`src/rtl/bcd_countdown_timer_if.sv`:
```
// bcd_countdown_timer_if: control and status bundle for the BCD countdown timer
interface bcd_countdown_timer_if #(parameter int GROUPS = 2);
   logic                tick;
   logic                load;
   logic [8*GROUPS-1:0] load_value;
   logic                start;
   logic                pause_toggle;
   logic                dir;
   logic [8*GROUPS-1:0] digits;
   logic                running;
   logic                finished;
   logic                expired;
   modport master (
      output tick, load, load_value, start, pause_toggle, dir,
      input  digits, running, finished, expired
   );
   modport slave (
      input  tick, load, load_value, start, pause_toggle, dir,
      output digits, running, finished, expired
   );
endinterface

```
`src/rtl/bcd_countdown_timer.sv`:
```
// bcd_countdown_timer: multi-group BCD up/down timer with pause, clamp-on-load and optional auto reload
module bcd_countdown_timer #(
   parameter int GROUPS      = 2,
   parameter bit AUTO_RELOAD = 1'b0
) (
   input logic                  clk,
   input logic                  reset,
   bcd_countdown_timer_if.slave bus
);
   localparam int W = 8 * GROUPS;
   typedef enum logic [1:0] {IDLE, RUN, PAUSED, DONE} state_t;
   state_t         state;
   logic [W-1:0]   r;
   logic [W-1:0]   dig;
   logic [W-1:0]   step;
   logic [W-1:0]   term;
   logic           dir_q;
   logic           running;
   logic           finished;
   logic           expired;
   logic           reload;
   function automatic logic [3:0] tens_max(input int g);
      return (g == GROUPS - 1) ? 4'd9 : 4'd5;
   endfunction
   function automatic logic [W-1:0] clamp(input logic [W-1:0] v);
      logic [3:0] u, t;
      clamp = v;
      for (int g = 0; g < GROUPS; g++) begin
         u = v[8*g +: 4];
         t = v[8*g+4 +: 4];
         clamp[8*g +: 4]   = (u > 4'd9) ? 4'd9 : u;
         clamp[8*g+4 +: 4] = (t > tens_max(g)) ? tens_max(g) : t;
      end
   endfunction
   function automatic logic [W-1:0] dec(input logic [W-1:0] v);
      logic [3:0] u, t;
      logic       b;
      dec = v;
      b   = 1'b1;
      for (int g = 0; g < GROUPS; g++) begin
         u = v[8*g +: 4];
         t = v[8*g+4 +: 4];
         if (b) begin
            if (u != 4'd0) begin
               u = u - 4'd1;
               b = 1'b0;
            end else begin
               u = 4'd9;
               if (t != 4'd0) begin
                  t = t - 4'd1;
                  b = 1'b0;
               end else
                  t = tens_max(g);
            end
         end
         dec[8*g +: 4]   = u;
         dec[8*g+4 +: 4] = t;
      end
   endfunction
   function automatic logic [W-1:0] inc(input logic [W-1:0] v);
      logic [3:0] u, t;
      logic       c;
      inc = v;
      c   = 1'b1;
      for (int g = 0; g < GROUPS; g++) begin
         u = v[8*g +: 4];
         t = v[8*g+4 +: 4];
         if (c) begin
            if (u != 4'd9) begin
               u = u + 4'd1;
               c = 1'b0;
            end else begin
               u = 4'd0;
               if (t != tens_max(g)) begin
                  t = t + 4'd1;
                  c = 1'b0;
               end else
                  t = 4'd0;
            end
         end
         inc[8*g +: 4]   = u;
         inc[8*g+4 +: 4] = t;
      end
   endfunction
   // next count value and the value that ends the current run
   always_comb begin
      step = dir_q ? inc(dig) : dec(dig);
      term = dir_q ? r : '0;
   end
   // control FSM; event priority is load, start, pause_toggle, tick
   always_ff @(posedge clk or posedge reset)
      if (reset) begin
         state    <= IDLE;
         r        <= '0;
         dig      <= '0;
         dir_q    <= 1'b0;
         running  <= 1'b0;
         finished <= 1'b0;
         expired  <= 1'b0;
         reload   <= 1'b0;
      end else begin
         finished <= 1'b0;
         if (bus.load) begin
            r       <= clamp(bus.load_value);
            dig     <= clamp(bus.load_value);
            state   <= IDLE;
            running <= 1'b0;
            expired <= 1'b0;
            reload  <= 1'b0;
         end else if (bus.start) begin
            if (state != RUN) begin
               dir_q    <= bus.dir;
               reload   <= 1'b0;
               dig      <= bus.dir ? '0 : r;
               state    <= (r == '0) ? DONE : RUN;
               running  <= r != '0;
               finished <= r == '0;
               expired  <= r == '0;
            end
         end else if (bus.pause_toggle) begin
            if (state == RUN) begin
               state   <= PAUSED;
               running <= 1'b0;
            end else if (state == PAUSED) begin
               state   <= RUN;
               running <= 1'b1;
            end
         end else if (bus.tick && state == RUN) begin
            if (reload) begin
               dig    <= dir_q ? '0 : r;
               reload <= 1'b0;
            end else begin
               dig <= step;
               if (step == term) begin
                  finished <= 1'b1;
                  if (AUTO_RELOAD)
                     reload <= 1'b1;
                  else begin
                     state   <= DONE;
                     running <= 1'b0;
                     expired <= 1'b1;
                  end
               end
            end
         end
      end
   assign bus.digits   = dig;
   assign bus.running  = running;
   assign bus.finished = finished;
   assign bus.expired  = expired;
endmodule
```
`src/flat_wrapper.sv`:
```
// flat-port wrapper written by rule: the top's interface ports become plain ports
module bcd_countdown_timer_flat 
#(
   parameter int GROUPS      = 2,
   parameter bit AUTO_RELOAD = 1'b0
)
  (clk, reset, bus_tick, bus_load, bus_load_value, bus_start, bus_pause_toggle, bus_dir, bus_digits, bus_running, bus_finished, bus_expired);
  bcd_countdown_timer_if #(.GROUPS(GROUPS)) bus_i ();
  input logic clk;
  input logic reset;
  input wire logic [$bits(bus_i.tick)-1:0] bus_tick;
  input wire logic [$bits(bus_i.load)-1:0] bus_load;
  input wire logic [$bits(bus_i.load_value)-1:0] bus_load_value;
  input wire logic [$bits(bus_i.start)-1:0] bus_start;
  input wire logic [$bits(bus_i.pause_toggle)-1:0] bus_pause_toggle;
  input wire logic [$bits(bus_i.dir)-1:0] bus_dir;
  output wire logic [$bits(bus_i.digits)-1:0] bus_digits;
  output wire logic [$bits(bus_i.running)-1:0] bus_running;
  output wire logic [$bits(bus_i.finished)-1:0] bus_finished;
  output wire logic [$bits(bus_i.expired)-1:0] bus_expired;
  assign bus_i.tick = bus_tick;
  assign bus_i.load = bus_load;
  assign bus_i.load_value = bus_load_value;
  assign bus_i.start = bus_start;
  assign bus_i.pause_toggle = bus_pause_toggle;
  assign bus_i.dir = bus_dir;
  assign bus_digits = bus_i.digits;
  assign bus_running = bus_i.running;
  assign bus_finished = bus_i.finished;
  assign bus_expired = bus_i.expired;
  bcd_countdown_timer #(.GROUPS(GROUPS), .AUTO_RELOAD(AUTO_RELOAD)) u_core (.clk(clk), .reset(reset), .bus(bus_i));
endmodule
```
`config.mk`:
```
export PLATFORM = sky130hd
export DESIGN_NAME = bcd_countdown_timer_flat
export DESIGN_NICKNAME = d
export VERILOG_FILES = /design/src/rtl/bcd_countdown_timer_if.sv /design/src/rtl/bcd_countdown_timer.sv /design/src/flat_wrapper.sv
export SDC_FILE = /design/constraint.sdc
export NUM_CORES = 1
export LEC_CHECK = 0
export ABC_AREA = 1
export CAP_MARGIN = 20
export CORE_MARGIN = 3
export CORE_UTILIZATION = 55
export CTS_CLUSTER_SIZE = 25
export DETAILED_ROUTE_END_ITERATION = 10
export PLACE_DENSITY = 0.79
export SLEW_MARGIN = 25
export SYNTH_ARGS = -nofsm -noshare
export SYNTH_HDL_FRONTEND = slang
export SYNTH_SLANG_ARGS = --single-unit
export TNS_END_PERCENT = 10
```
`constraint.sdc`:
```
create_clock -name clk -period 2.5 [get_ports clk]
set_clock_uncertainty 0.2 [all_clocks]
set_input_delay 0.25 -clock clk [delete_from_list [all_inputs] [get_ports clk]]
set_output_delay 0.25 -clock clk [all_outputs]
set_load 0.05 [all_outputs]
```
* Word-level counts from Yosys, hierarchy flattened
Index checks and enable logic that the tools add are counted.
** Word-level totals
- Input bits :: 23
- Output and inout port bits :: 19
- Bits in registers :: 39
- Logic and storage cells :: 121
** Operators by class
- Add/sub/neg operators :: 8
- Eq/ne operators :: 13
- Multiplexer cells :: 72
- Order comparisons :: 4
- Reduce and logical (&&, ||, !) cells :: 15
- Bitwise operators :: 1
** Operators with widths (count)
- $mux W16 :: 10
- $mux W4 :: 20
- $mux W1 :: 32
- $reduce_bool A4 Y1 :: 6
- $mux W2 :: 10
- $add A4 B1 Y4 const B :: 4
- $eq A16 B16 Y1 :: 1
- $logic_not A16 Y1 :: 1
- $ne A4 B4 Y1 const B :: 4
- $reduce_bool A16 Y1 :: 1
- $sub A4 B1 Y4 const B :: 4
- $gt A4 B4 Y1 const B :: 3
- $reduce_and A5 Y1 :: 2
- $ne A3 B3 Y1 const B :: 2
- $reduce_and A3 Y1 :: 2
- $reduce_bool A3 Y1 :: 2
- $ne A5 B3 Y1 const B :: 1
- $gt A4 B3 Y1 const B :: 1
- $ne A4 B3 Y1 const B :: 1
- $ne A3 B2 Y1 const B :: 1
- $eq A2 B1 Y1 const B :: 1
- $eq A2 B2 Y1 const B :: 1
- $ne A2 B1 Y1 const B :: 1
- $logic_and A1 B1 Y1 :: 1
- $not A1 Y1 :: 1

* Logic depth before layout (Yosys ltp)
- Depth after elaboration :: 12
- Gate-level depth with buffers :: 19
- Mapped depth without buffers :: 18

* Worst setup path after synthesis
OpenSTA, ideal clock, no wires.
- Kind :: reg2reg
- Start point :: reg u_core.dig[4], in the netlist u_core.bus.digits[4]
- End point :: reg u_core.expired, in the netlist u_core.bus.expired
- Clock period less this slack :: 2.354 ns
- Data arrival time :: 2.034 ns
- Cell stages (with the launch flop) :: 16
- Path slack :: 0.146 ns
- Library setup time :: 0.119 ns
- Buffers on the path :: 0
- Required time :: 2.181 ns
- Cells stage by stage :: dfrtp_1 > inv_1 > nor2_1 > nand2_1 > nor2_8 > nand4_1 > nand3_2 > nand2_1 > nand2_1 > nand2_1 > nor2_1 > nand3_1 > nand2_1 > nand2_1 > nand2_1 > nand2_1
** Between the ends
- Cells in the longest elaborated chain, start to end :: 8
- Elaborated cells between the ends (all ways) :: 20
- Those cells by class :: 2 x add/sub; 2 x eq/ne; 13 x mux; 3 x reduce/logical
** RTL lines
- start, declared :: RTL line bcd_countdown_timer.sv:14 : logic [W-1:0] dig;
- start signal, assigned :: RTL line bcd_countdown_timer.sv:105 : dig <= clamp(bus.load_value);
- start signal, assigned :: RTL line bcd_countdown_timer.sv:114 : dig <= bus.dir ? '0 : r;
- start signal, assigned :: RTL line bcd_countdown_timer.sv:130 : dig <= dir_q ? '0 : r;
- parallel branches: the longest is 4 deep, another holds $sub A4 B1 Y4
- $mux W16 (*) :: RTL line bcd_countdown_timer.sv:87 : step = dir_q ? inc(dig) : dec(dig);
- $eq A16 B16 Y1 (*) :: RTL line bcd_countdown_timer.sv:134 : if (step == term) begin
- $reduce_bool A3 Y1 (no line) (*)
- $reduce_and A5 Y1 (no line) (*)
- end signal, assigned :: RTL line bcd_countdown_timer.sv:99 : expired <= 1'b0;
- end signal, assigned :: RTL line bcd_countdown_timer.sv:108 : expired <= 1'b0;
- end signal, assigned :: RTL line bcd_countdown_timer.sv:141 : expired <= 1'b1;
- end, declared :: RTL line bcd_countdown_timer.sv:20 : logic expired;
Mark *: on every way between the ends.
A chain may end at the register's enable or synchronous reset.

* Worst setup path in the final report
- Start point :: reg u_core.dig[0], in the netlist u_core.bus.digits[0]
- End point :: reg u_core.expired, in the netlist u_core.bus.expired
** Between the ends
- Cells in the longest elaborated chain, start to end :: 7
- Elaborated cells between the ends (all ways) :: 18
- Those cells by class :: 2 x add/sub; 2 x eq/ne; 11 x mux; 3 x reduce/logical
** RTL lines (RTL line)
- parallel branches: the longest is 3 deep, another holds $sub A4 B1 Y4
- $mux W16 (*) :: bcd_countdown_timer.sv:87
- $eq A16 B16 Y1 (*) :: bcd_countdown_timer.sv:134
- $reduce_bool A3 Y1 (no line) (*)
- $reduce_and A5 Y1 (no line) (*)
Marked as above.

==> metrics.csv <==
metric,value,unit
outcome,completed,
hold_class,primary input to async pin,
cts_buffer_depth,2,
grtUsageTotal,0.284,
antenna_found_initial,0,
diodes,0,
end_kind,flip-flop,
cpMaxStageDelayCell,dfrtp_2,
rr_startpoint,u_core.bus.digits[0]$_DFFE_PP0P_,
postCtsHoldBufs,0,
setup_violations,0,
min_period_over_period,0.931,
drcViolationCount,0,
clkTransAtPathRegs,0.09,ns
hpwl,7360,um
drive_above_1_share,0.104,
synthCells,545,
boundaryPins,42,
ys_ff_latch,38,
critical_path.max_fanout,10,
cts_buffers,5,
placed_cell_area,3770,um2
drt_iter0_drc,431,
cts-htree-levels,2,
num_vias,3759,
ys_warn_count,0,
wirelength,9760,um
dr_wl_met2,4250,um
p_leak,0.00212,uW
insertion_delay,0.31,ns
synth.distinct_cells,30,
synth_nets,568,
fin_crit,2.33,ns
crit_path_cell_trace,"nor2_4, nand2_2, nor2_2, buf_4, nand3_2, nand2_1, inv_1, nand2_1, nand2_1, nand2_1, nand2_1, nor2_1, nand3_1, nand2_1, nand3_1, nand2_1",
worst_slew_pin_slew,0.522,ns
grt_pass1_wl,16200,um
reg2reg_depth,16,
clock.fmax,430,MHz
r2r-end,u_core.bus.expired$_DFFE_PP0P_,
die_x,83.0,um
gp_congestion,1.00,
hold_violations,0,
total_power,3010,uW
crit_path_max_incr_delay,0.45,ns
drtAntennaViolNets,0,
top_layer,met4,
syn_area,3260,um2
gr-total-overflow,0,
worst-setup-path-type,flip-flop to flip-flop,
required,2.54,ns
rows,27,
ir_drop,0.000465,V
grt_pass1_vias,3441,
cts_tree,built,
crit_arrival,2.37,ns
wl_met3,959,um
drt_first_pass_iters,5,
grt_max_degree,39,
final_nets,616,
max_slew_margin,0.651,
cap_violations,0,
syn_avg_cell_area,5.98,um2
cts_sinks,38,
start_util,0.581,
yosysSeqAreaShare,0.292,
root_buffer,clkbuf_8,
drt-met1-wl,4420,um
crit_top_cell,nand2_1,
dp_slack,0.161,ns
fp.dieArea,6890,um2
avgRoutedWirePerCell,14.7,um
coreArea,5610,um2
worst-r2r-setup-slack,0.17,ns
port_buffers,41,
drv_slew,0,
vias_per_cell,5.64,
cellPowerDensity,753,nW/um2
die_y,83.0,um
area_growth,22.6,%
design_area,4000,um2
layout_setup_ws,0.173,ns
startpoint_type,flip-flop,
cells in the final DEF (no fill, tap or decap), types with 2 or more instances in the layout:
cell type,Yosys,layout
a22oi_1,15,15
o21bai_1,2,2
nand3_2,5,5
nor2_4,3,4
dfrtp_1,38,31
nand2_1,194,194
clkdlybuf4s50_1,0,41
bufinv_16,0,2
xor2_1,2,2
buf_4,1,16
inv_1,67,65
inv_2,3,5
nor3_1,2,2
nor4_1,3,3
o21a_1,3,3
a21oi_1,19,19
clkbuf_8,0,5
dfrtp_2,0,7
o21ai_1,0,2
buf_12,0,2
nor2_1,51,49
nand3b_1,4,4
nand2_2,6,6
nand3_1,57,57
nor2_2,5,6
nand4_1,11,11
o21ai_0,30,27
cells by family after synthesis:
logic type                Yosys count  synth area share
DFF                                38             0.292
AOI/OAI and AO/OA                  73             0.131
and+or+nand+nor                   343             0.465
buffers and inverters              89             0.107
xor gates and xnor gates            2           0.00537
power by group:
group | internal, uW | switching [uW] | leakage [uW]
logic | 515 | 1000 | 0.00159
clock network | 400 | 254 | 0.0000683
registers | 702 | 136 | 0.000458
total | 1620 | 1390 | 0.00212
routing by layer:
layer | vias to the layer above | GRT usage
met2 | 221 | 0.426
met4 | 0 | 0.0817
li1 | 1848 | -
met1 | 1672 | 0.422
met3 | 18 | 0.0446
met5 | - | 0
worst max-delay path, delay by kind of cell, from the launching register on:
family / cells / cell delay (ns)
buffers and inverters: 2 / 0.23
and+or+nand+nor: 14 / 1.37
DFF: 1 / 0.45
timing repair:
item | 4_1_cts | 5_1_grt
gates resized for setup | 0 | 14
setup endpoints to repair | 0 | 5
setup buffers | 0 | 9
hold endpoints to repair | 0 | 0
layout make-up:
| class | count | area [um2] |
|---|---|---|
| Timing Repair Buffer | 59 | 571 |
| Tap cell | 72 | 90.1 |
| Clock buffer | 5 | 68.8 |
| Sequential cell | 38 | 960 |
| Fill cell | 504 | 1610 |
| Multi-Input combinational cell | 418 | 1970 |
| Inverter | 71 | 267 |
| Clock inverter | 3 | 68.8 |
cell usage after synthesis (all sizes together):
cell    count  area [um2]
nor2       60         277
o21bai      2        15.0
nand3b      4        30.0
nand2     201         777
a21oi      19        95.1
buf        10        52.6
a311oi      1        8.76
o211ai      1        7.51
nand4      11        68.8
xor2        2        17.5
nand3      62         335
o221ai      1        8.76
inv        70         263
nor3        2        10.0
o21ai      30         150
nor4        3        18.8
a31oi       1        6.26
clkinv      1        3.75
clkbuf      8        30.0
o21a        3        22.5
dfrtp      38         951
a22oi      15         113
stage by stage:
step	std cells	util	setup TNS, ns	hold WS, ns
after global placement	649	0.673	0	0.299
final	666	0.713	0	0.179
after floorplan	545	-	0	0.209
after CTS	657	0.698	0	0.209
after global routing	666	0.713	-0.0734	0.241
after detailed placement	649	0.673	0	0.300
how the worst max path moves through the flow:
stage	end	cells after the start	start
after detailed placement	u_core.bus.expired$_DFFE_PP0P_	15	u_core.bus.digits[1]$_DFFE_PP0P_
after floorplan	u_core.bus.expired$_DFFE_PP0P_	15	u_core.bus.digits[4]$_DFFE_PP0P_
final	u_core.bus.expired$_DFFE_PP0P_	16	u_core.bus.digits[0]$_DFFE_PP0P_
after global placement	u_core.bus.expired$_DFFE_PP0P_	16	u_core.bus.digits[2]$_DFFE_PP0P_
after CTS	u_core.bus.expired$_DFFE_PP0P_	16	u_core.bus.digits[1]$_DFFE_PP0P_
after global routing	u_core.bus.running$_DFFE_PP0P_	15	u_core.dir_q$_DFFE_PP0P_
sequential cells by signal (all words and copies together) (netlist names):
signal               count
u_core.bus.digits       16
u_core.bus.running       1
u_core.bus.expired       1
u_core.bus.finished      1
u_core.dir_q             1
u_core.state             2
u_core.r                16
Note: power is estimated with default switching activity, not from simulation.
